==> src/rtl/dly_coarse_cal_ctrl_pkg.sv <==
// Shared types and constants for the coarse delay-line calibration controller.
package dly_coarse_cal_ctrl_pkg;

    typedef enum logic [2:0] {
        ST_IDLE,
        ST_SETTLE,
        ST_SAMPLE,
        ST_DECIDE,
        ST_LOCK
    } state_t;

    localparam logic DIR_INC = 1'b0;
    localparam logic DIR_DEC = 1'b1;

    function automatic int code_max(input int num_stg);
        return 3 * num_stg;
    endfunction

endpackage

==> src/rtl/dly_coarse_cal_ctrl_code2sel.sv <==
// Maps a total coarse code onto per-cell 2-bit selects; cells fill from cell 0 upwards.
module dly_coarse_cal_ctrl_code2sel #(
    parameter int NUM_STG = 4,
    parameter int CW      = 4
) (
    input  logic [CW-1:0]        i_code,
    output logic [2*NUM_STG-1:0] o_sel
);

    always_comb begin
        int rem;
        o_sel = '0;
        for (int k = 0; k < NUM_STG; k++) begin
            rem = int'(i_code) - 3 * k;
            if (rem >= 3) begin
                o_sel[2*k +: 2] = 2'd3;
            end else if (rem > 0) begin
                o_sel[2*k +: 2] = 2'(rem);
            end
        end
    end

endmodule

==> src/rtl/dly_coarse_cal_ctrl.sv <==
// Coarse delay calibration: settle, majority-vote the PD late flag, step the code until dither or range end.
//  state  | meaning
//  IDLE   | waiting for start, code held
//  SETTLE | line settling after start or a code change
//  SAMPLE | accumulating PD late votes
//  DECIDE | one-cycle direction/lock/error decision
//  LOCK   | reversal count reached, code held until restart
module dly_coarse_cal_ctrl
    import dly_coarse_cal_ctrl_pkg::*;
#(
    parameter int NUM_STG    = 4,
    parameter int CW         = 4,
    parameter int CODE_INIT  = 6,
    parameter int SETTLE_CYC = 8,
    parameter int VOTE_N     = 16,
    parameter int LOCK_REV   = 3
) (
    input  logic                 i_clk,
    input  logic                 i_rst,
    input  logic                 i_start,
    input  logic                 i_man_en,
    input  logic [CW-1:0]        i_man_code,
    input  logic                 i_pd_late,
    output logic [2*NUM_STG-1:0] o_sel,
    output logic [CW-1:0]        o_code,
    output logic                 o_busy,
    output logic                 o_lock,
    output logic                 o_err
);

    localparam int TMR_MAX = (SETTLE_CYC > VOTE_N) ? SETTLE_CYC : VOTE_N;
    localparam int TW      = $clog2(TMR_MAX + 1);
    localparam int VW      = $clog2(VOTE_N + 1);
    localparam int RW      = $clog2(LOCK_REV + 1);

    localparam logic [CW-1:0] C_MAX    = CW'(code_max(NUM_STG));
    localparam logic [CW-1:0] C_INIT   = CW'(CODE_INIT);
    localparam logic [TW-1:0] T_SETTLE = TW'(SETTLE_CYC - 1);
    localparam logic [TW-1:0] T_VOTE   = TW'(VOTE_N - 1);
    localparam logic [VW-1:0] V_HALF   = VW'(VOTE_N / 2);
    localparam logic [RW-1:0] R_LOCK   = RW'(LOCK_REV);

    state_t                 r_state, w_state_nxt;
    logic [CW-1:0]          r_code, w_code_nxt;
    logic [2*NUM_STG-1:0]   r_sel, w_sel_nxt, w_sel_init;
    logic [TW-1:0]          r_tmr, w_tmr_nxt;
    logic [VW-1:0]          r_late, w_late_nxt;
    logic [RW-1:0]          r_rev, w_rev_nxt;
    logic                   r_last_dir, w_last_dir_nxt;
    logic                   r_dir_vld, w_dir_vld_nxt;
    logic                   r_busy, w_busy_nxt;
    logic                   r_lock, w_lock_nxt;
    logic                   r_err, w_err_nxt;
    logic                   w_dir, w_tie, w_rev_inc;

    dly_coarse_cal_ctrl_code2sel #(.NUM_STG(NUM_STG), .CW(CW)) u_sel_nxt (
        .i_code (w_code_nxt),
        .o_sel  (w_sel_nxt)
    );

    dly_coarse_cal_ctrl_code2sel #(.NUM_STG(NUM_STG), .CW(CW)) u_sel_init (
        .i_code (C_INIT),
        .o_sel  (w_sel_init)
    );

    always_comb begin
        w_state_nxt    = r_state;
        w_code_nxt     = r_code;
        w_tmr_nxt      = r_tmr;
        w_late_nxt     = r_late;
        w_rev_nxt      = r_rev;
        w_last_dir_nxt = r_last_dir;
        w_dir_vld_nxt  = r_dir_vld;
        w_busy_nxt     = r_busy;
        w_lock_nxt     = r_lock;
        w_err_nxt      = r_err;
        w_dir          = DIR_INC;
        w_tie          = 1'b0;
        w_rev_inc      = 1'b0;

        if (i_man_en) begin
            w_state_nxt = ST_IDLE;
            w_code_nxt  = (i_man_code > C_MAX) ? C_MAX : i_man_code;
            w_busy_nxt  = 1'b0;
            w_lock_nxt  = 1'b0;
        end else begin
            case (r_state)
                ST_IDLE, ST_LOCK: begin
                    if (i_start) begin
                        w_state_nxt   = ST_SETTLE;
                        w_tmr_nxt     = T_SETTLE;
                        w_busy_nxt    = 1'b1;
                        w_lock_nxt    = 1'b0;
                        w_err_nxt     = 1'b0;
                        w_rev_nxt     = '0;
                        w_dir_vld_nxt = 1'b0;
                    end
                end
                ST_SETTLE: begin
                    if (r_tmr == '0) begin
                        w_state_nxt = ST_SAMPLE;
                        w_tmr_nxt   = T_VOTE;
                        w_late_nxt  = '0;
                    end else begin
                        w_tmr_nxt = r_tmr - TW'(1);
                    end
                end
                ST_SAMPLE: begin
                    w_late_nxt = r_late + VW'(i_pd_late);
                    if (r_tmr == '0) begin
                        w_state_nxt = ST_DECIDE;
                    end else begin
                        w_tmr_nxt = r_tmr - TW'(1);
                    end
                end
                ST_DECIDE: begin
                    w_tie     = (r_late == V_HALF);
                    w_dir     = (r_late > V_HALF) ? DIR_DEC : DIR_INC;
                    w_rev_inc = w_tie || (r_dir_vld && (w_dir != r_last_dir));
                    if (!w_tie) begin
                        w_last_dir_nxt = w_dir;
                        w_dir_vld_nxt  = 1'b1;
                    end
                    if (w_rev_inc && (r_rev != R_LOCK)) begin
                        w_rev_nxt = r_rev + RW'(1);
                    end
                    // Lock wins over saturation: a reversal at a range end is still a dither.
                    if (w_rev_nxt == R_LOCK) begin
                        w_state_nxt = ST_LOCK;
                        w_busy_nxt  = 1'b0;
                        w_lock_nxt  = 1'b1;
                    end else if (w_tie) begin
                        w_state_nxt = ST_SETTLE;
                        w_tmr_nxt   = T_SETTLE;
                    end else if (((w_dir == DIR_DEC) && (r_code == '0)) ||
                                 ((w_dir == DIR_INC) && (r_code == C_MAX))) begin
                        w_state_nxt = ST_IDLE;
                        w_busy_nxt  = 1'b0;
                        w_err_nxt   = 1'b1;
                    end else begin
                        w_state_nxt = ST_SETTLE;
                        w_tmr_nxt   = T_SETTLE;
                        w_code_nxt  = (w_dir == DIR_DEC) ? (r_code - CW'(1)) : (r_code + CW'(1));
                    end
                end
                default: w_state_nxt = ST_IDLE;
            endcase
        end
    end

    always_ff @(posedge i_clk or posedge i_rst) begin
        if (i_rst) begin
            r_state <= ST_IDLE;
        end else begin
            r_state <= w_state_nxt;
        end
    end

    always_ff @(posedge i_clk or posedge i_rst) begin
        if (i_rst) begin
            r_code     <= C_INIT;
            r_sel      <= w_sel_init;
            r_tmr      <= '0;
            r_late     <= '0;
            r_rev      <= '0;
            r_last_dir <= DIR_INC;
            r_dir_vld  <= 1'b0;
            r_busy     <= 1'b0;
            r_lock     <= 1'b0;
            r_err      <= 1'b0;
        end else begin
            r_code     <= w_code_nxt;
            r_sel      <= w_sel_nxt;
            r_tmr      <= w_tmr_nxt;
            r_late     <= w_late_nxt;
            r_rev      <= w_rev_nxt;
            r_last_dir <= w_last_dir_nxt;
            r_dir_vld  <= w_dir_vld_nxt;
            r_busy     <= w_busy_nxt;
            r_lock     <= w_lock_nxt;
            r_err      <= w_err_nxt;
        end
    end

    assign o_sel  = r_sel;
    assign o_code = r_code;
    assign o_busy = r_busy;
    assign o_lock = r_lock;
    assign o_err  = r_err;

endmodule
==> config.mk <==
export PLATFORM = sky130hd
export DESIGN_NAME = dly_coarse_cal_ctrl
export DESIGN_NICKNAME = d
export VERILOG_FILES = /design/src/rtl/dly_coarse_cal_ctrl_pkg.sv /design/src/rtl/dly_coarse_cal_ctrl_code2sel.sv /design/src/rtl/dly_coarse_cal_ctrl.sv
export SDC_FILE = /design/constraint.sdc
export NUM_CORES = 1
export LEC_CHECK = 0
export CORE_MARGIN = 10
export CORE_UTILIZATION = 47
export CTS_CLUSTER_DIAMETER = 120
export DETAILED_ROUTE_END_ITERATION = 10
export PLACE_DENSITY = 0.68
export SLEW_MARGIN = 20
export SYNTH_ARGS = -nofsm -noshare
export SYNTH_HDL_FRONTEND = slang
export SYNTH_SLANG_ARGS = --single-unit
==> constraint.sdc <==
create_clock -name i_clk -period 10 [get_ports i_clk]
set_input_delay 2 -clock i_clk [delete_from_list [all_inputs] [get_ports i_clk]]
set_output_delay 2 -clock i_clk [all_outputs]
set_load 0.1 [all_outputs]
==> impl_metrics.env <==
export IMPL_skew_ns=0.0104
export IMPL_insertion_delay_ns=0.29
export IMPL_chipWidth_um=88.8
export IMPL_route_final_wire_length_mm=5.11
export IMPL_vias_per_cell=5.73
export IMPL_gpl_final_weighted_congestion=0.811
export IMPL_maxClockFrequency_mhz=201
export IMPL_rsz0062_at_grt="false"
export IMPL_core_region_area_mm2=0.00447
export IMPL_seq_area_frac_synth_pct=36.4
export IMPL_final_area_mm2=0.00256
export IMPL_place_port_buffers=23
export IMPL_post_synth_top_flop="dfrtp_1"
export IMPL_cts_setup_buffers=0
export IMPL_vias=1857
export IMPL_outcome="complete, no violations"
export IMPL_dp_hpwl_mm=3.73
export IMPL_top_level_ports=24
export IMPL_cts_clk_slew_worst_paths_ns=0.06
export IMPL_worstMarginPinSlew_ns=0.992
export IMPL_ant_nets=0
export IMPL_wire_length_of_the_first_global_routing_pass_mm=8.60
export IMPL_syn_nets=273
export IMPL_via_count_of_the_first_global_routing_pass=1786
export IMPL_timing_final_max_slew_violations=0
export IMPL_postSynth_asyncResetShare_pct=100
export IMPL_final_setup_tns_ns=0
export IMPL_synthesis_instances=248
export IMPL_fillers=410
export IMPL_edff_count_synth=0
export IMPL_grt_max_degree=33
export IMPL_drt_pass1_iterations=4
export IMPL_setup_viol_count_final=0
export IMPL_seq_area_um2=808
export IMPL_synth_largest_area_cell="dfrtp_1"
export IMPL_top_cell_type_s_share_of_synthesized_area_pct=29.3
export IMPL_vdd_ir_drop_worst_mv=0.128
export IMPL_cts_path_max_buffers=2
export IMPL_initial_core_utilization_pct=49.7
export IMPL_placement_cell_area_mm2=0.00247
export IMPL_fin_nets=296
export IMPL_yosys_top_cells_count="nor2_1, dfrtp_1, nand2_1, a21oi_1, inv_1"
export IMPL_wl_per_cell_um=15.8
export IMPL_cts_buffers=5
export IMPL_drt_drc_violations_left=0
export IMPL_synth_ff_latch_count=32
export IMPL_post_route_cells_drive_above_1_share_pct=12.5
export IMPL_tritoncts="done"
export IMPL_initialDrtViolationCount=167
export IMPL_critical_path_required_ns=10.22
export IMPL_post_place_worst_slack_ns=4.78
export IMPL_synthMostInstantiatedCell="nor2_1"
export IMPL_global_route_usage_total_pct=13.7
export IMPL_multi_input_comb_area_mm2=0.00128
export IMPL_final_min_period_over_clock_period_pct=49.7
export IMPL_cts_repair_resize_count=0
export IMPL_root_buffer="clkbuf_8"
export IMPL_hold_buffers=0
export IMPL_globalRoute_totalOverflow=0
export IMPL_synth_top_cells_by_area="dfrtp_1, ha_1, dfstp_2"
export IMPL_antenna_found_initial=0
export IMPL_lkg_pwr_nw=1.12
export IMPL_netlist_area_mm2=0.00222
export IMPL_final_hold_viol_count=0
export IMPL_finalCoreUtilization_pct=57.2
export IMPL_finalWorstPathRequiredPeriod_ns=4.97
export IMPL_worst_ep_arrival_time_ns=5.18
export IMPL_areaGrowthSynthToFinish_pct=15.1
export IMPL_clock_tree_htree_level_count=2
export IMPL_syn_mean_instance_area_um2=8.97
export IMPL_timing_setup_critical_path_class="in2reg"
export IMPL_yosysWarningCount=0
export IMPL_post_synth_num_cell_types=62
export IMPL_maxcap_viol_count=0
export IMPL_die_height_um=88.8
export IMPL_insertedDiodeCount=0
export IMPL_startpoint_type="primary input"
export IMPL_crit_fanout=22
export IMPL_max_slew_headroom_pct=33.7
export IMPL_cts_sinks=32
export IMPL_fp_dieArea_mm2=0.00788
export IMPL_hp_class="reg2reg"
export IMPL_fp_row_count=24
export IMPL_cp_end_kind="flip-flop"
export IMPL_power_per_cell_area_mw_per_mm2=147
export IMPL_total_power_w=0.000377
export IMPL_setup_ws_ns=5.03
[placed cells by master, fill, tap and decap left out, drive strengths merged, types with 2 or more instances in the layout]
cell / netlist / routed
a311oi: 2 / 2
xnor2: 2 / 2
ha: 15 / 15
xor2: 4 / 4
o21a: 3 / 3
o221ai: 3 / 3
and3: 3 / 3
nor2b: 2 / 2
clkinv: 0 / 2
clkbuf: 3 / 6
nor2: 29 / 29
and2b: 3 / 3
a31o: 2 / 2
o211ai: 2 / 2
clkdlybuf4s50: 0 / 23
dfrtp: 26 / 26
a211oi: 2 / 2
nand3: 8 / 8
nor4b: 2 / 2
nand3b: 3 / 3
nand2: 22 / 22
dfstp: 6 / 6
inv: 18 / 18
nor3: 4 / 4
a31oi: 4 / 4
or2: 3 / 3
nand2b: 4 / 4
or3: 2 / 2
or4b: 2 / 2
o22ai: 2 / 2
a211o: 3 / 3
buf: 6 / 2
a21oi: 22 / 22
nand4: 4 / 4
o21ai: 11 / 11
a21o: 3 / 3
[worst paths after layout]
kind | startpoint | endpoint | slack (ns) | cells after the start
worst max-delay path | i_man_en | o_sel[3] | 5.03 | 9
worst min-delay path | o_lock | o_lock | 0.52 | 2
worst max register to register | r_late[4] | o_sel[3] | 6.36 | 13
worst min register to register | o_lock | o_lock | 0.52 | 2
max in group asynchronous | i_rst | o_sel[3] | 7.58 | 3
min in group asynchronous | i_rst | r_dir_vld | 2.09 | 3
[critical path, cell delays in order]
cell and delay [ns]:
clkdlybuf4s50_1 0.95, inv_1 0.33, a311oi_4 0.51, inv_1 0.19, ha_1 0.30, nor2_1 0.12, a41oi_1 0.17, or4b_1 0.48
o211a_1 0.14
[logic make-up after synthesis]
family	after synthesis	synth area share, %
simple gates	96	22.3
compound gates	70	23.1
mux	1	0.450
buf+inv	27	6.13
fa+ha+maj	16	9.34
xor+xnor	6	2.36
flops	32	36.4
[registers in the layout (all words and copies together) (netlist names)]
register	count
r_last_dir	1
o_sel	8
r_late	5
o_busy	1
o_lock	1
o_code	4
o_err	1
r_state	3
r_tmr	5
r_dir_vld	1
r_rev	2
[through the flow]
| step | instances | hold WS (ns) |
|---|---|---|
| 6_report | 324 | 0.522 |
| 5_1_grt | 324 | 0.564 |
| 4_1_cts | 324 | 0.524 |
| 3_5_place_dp | 316 | 0.509 |
| 3_3_place_gp | 316 | 0.500 |
| 2_1_floorplan | 248 | 0.474 |
[area by class of cell]
| class | count | share of cell area [%] |
|---|---|---|
| tap | 52 | 2.54 |
| inverter | 18 | 2.74 |
| sequential | 32 | 31.6 |
| clock buffer | 6 | 3.23 |
| clock inverter | 2 | 0.391 |
| timing repair buffer | 25 | 9.58 |
| multi-input combinational | 189 | 50.0 |
[power breakdown]
part | leakage (nW) | total, W | internal (W) | switching [W]
clock | 0.0510 | 0.000104 | 0.0000549 | 0.0000494
sequential | 0.399 | 0.000149 | 0.000141 | 0.00000743
combinational | 0.672 | 0.000124 | 0.0000352 | 0.0000889
total | 1.12 | 0.000377 | 0.000231 | 0.000146
[metal layers]
layer | GRT usage [%] | share of wire [%]
met1 | 19.5 | 51
met2 | 19.0 | 42
met3 | 4.04 | 5.7
met4 | 4.41 | 1.2
met5 | 0 | 0
Note: power is estimated with default switching activity, not from simulation.
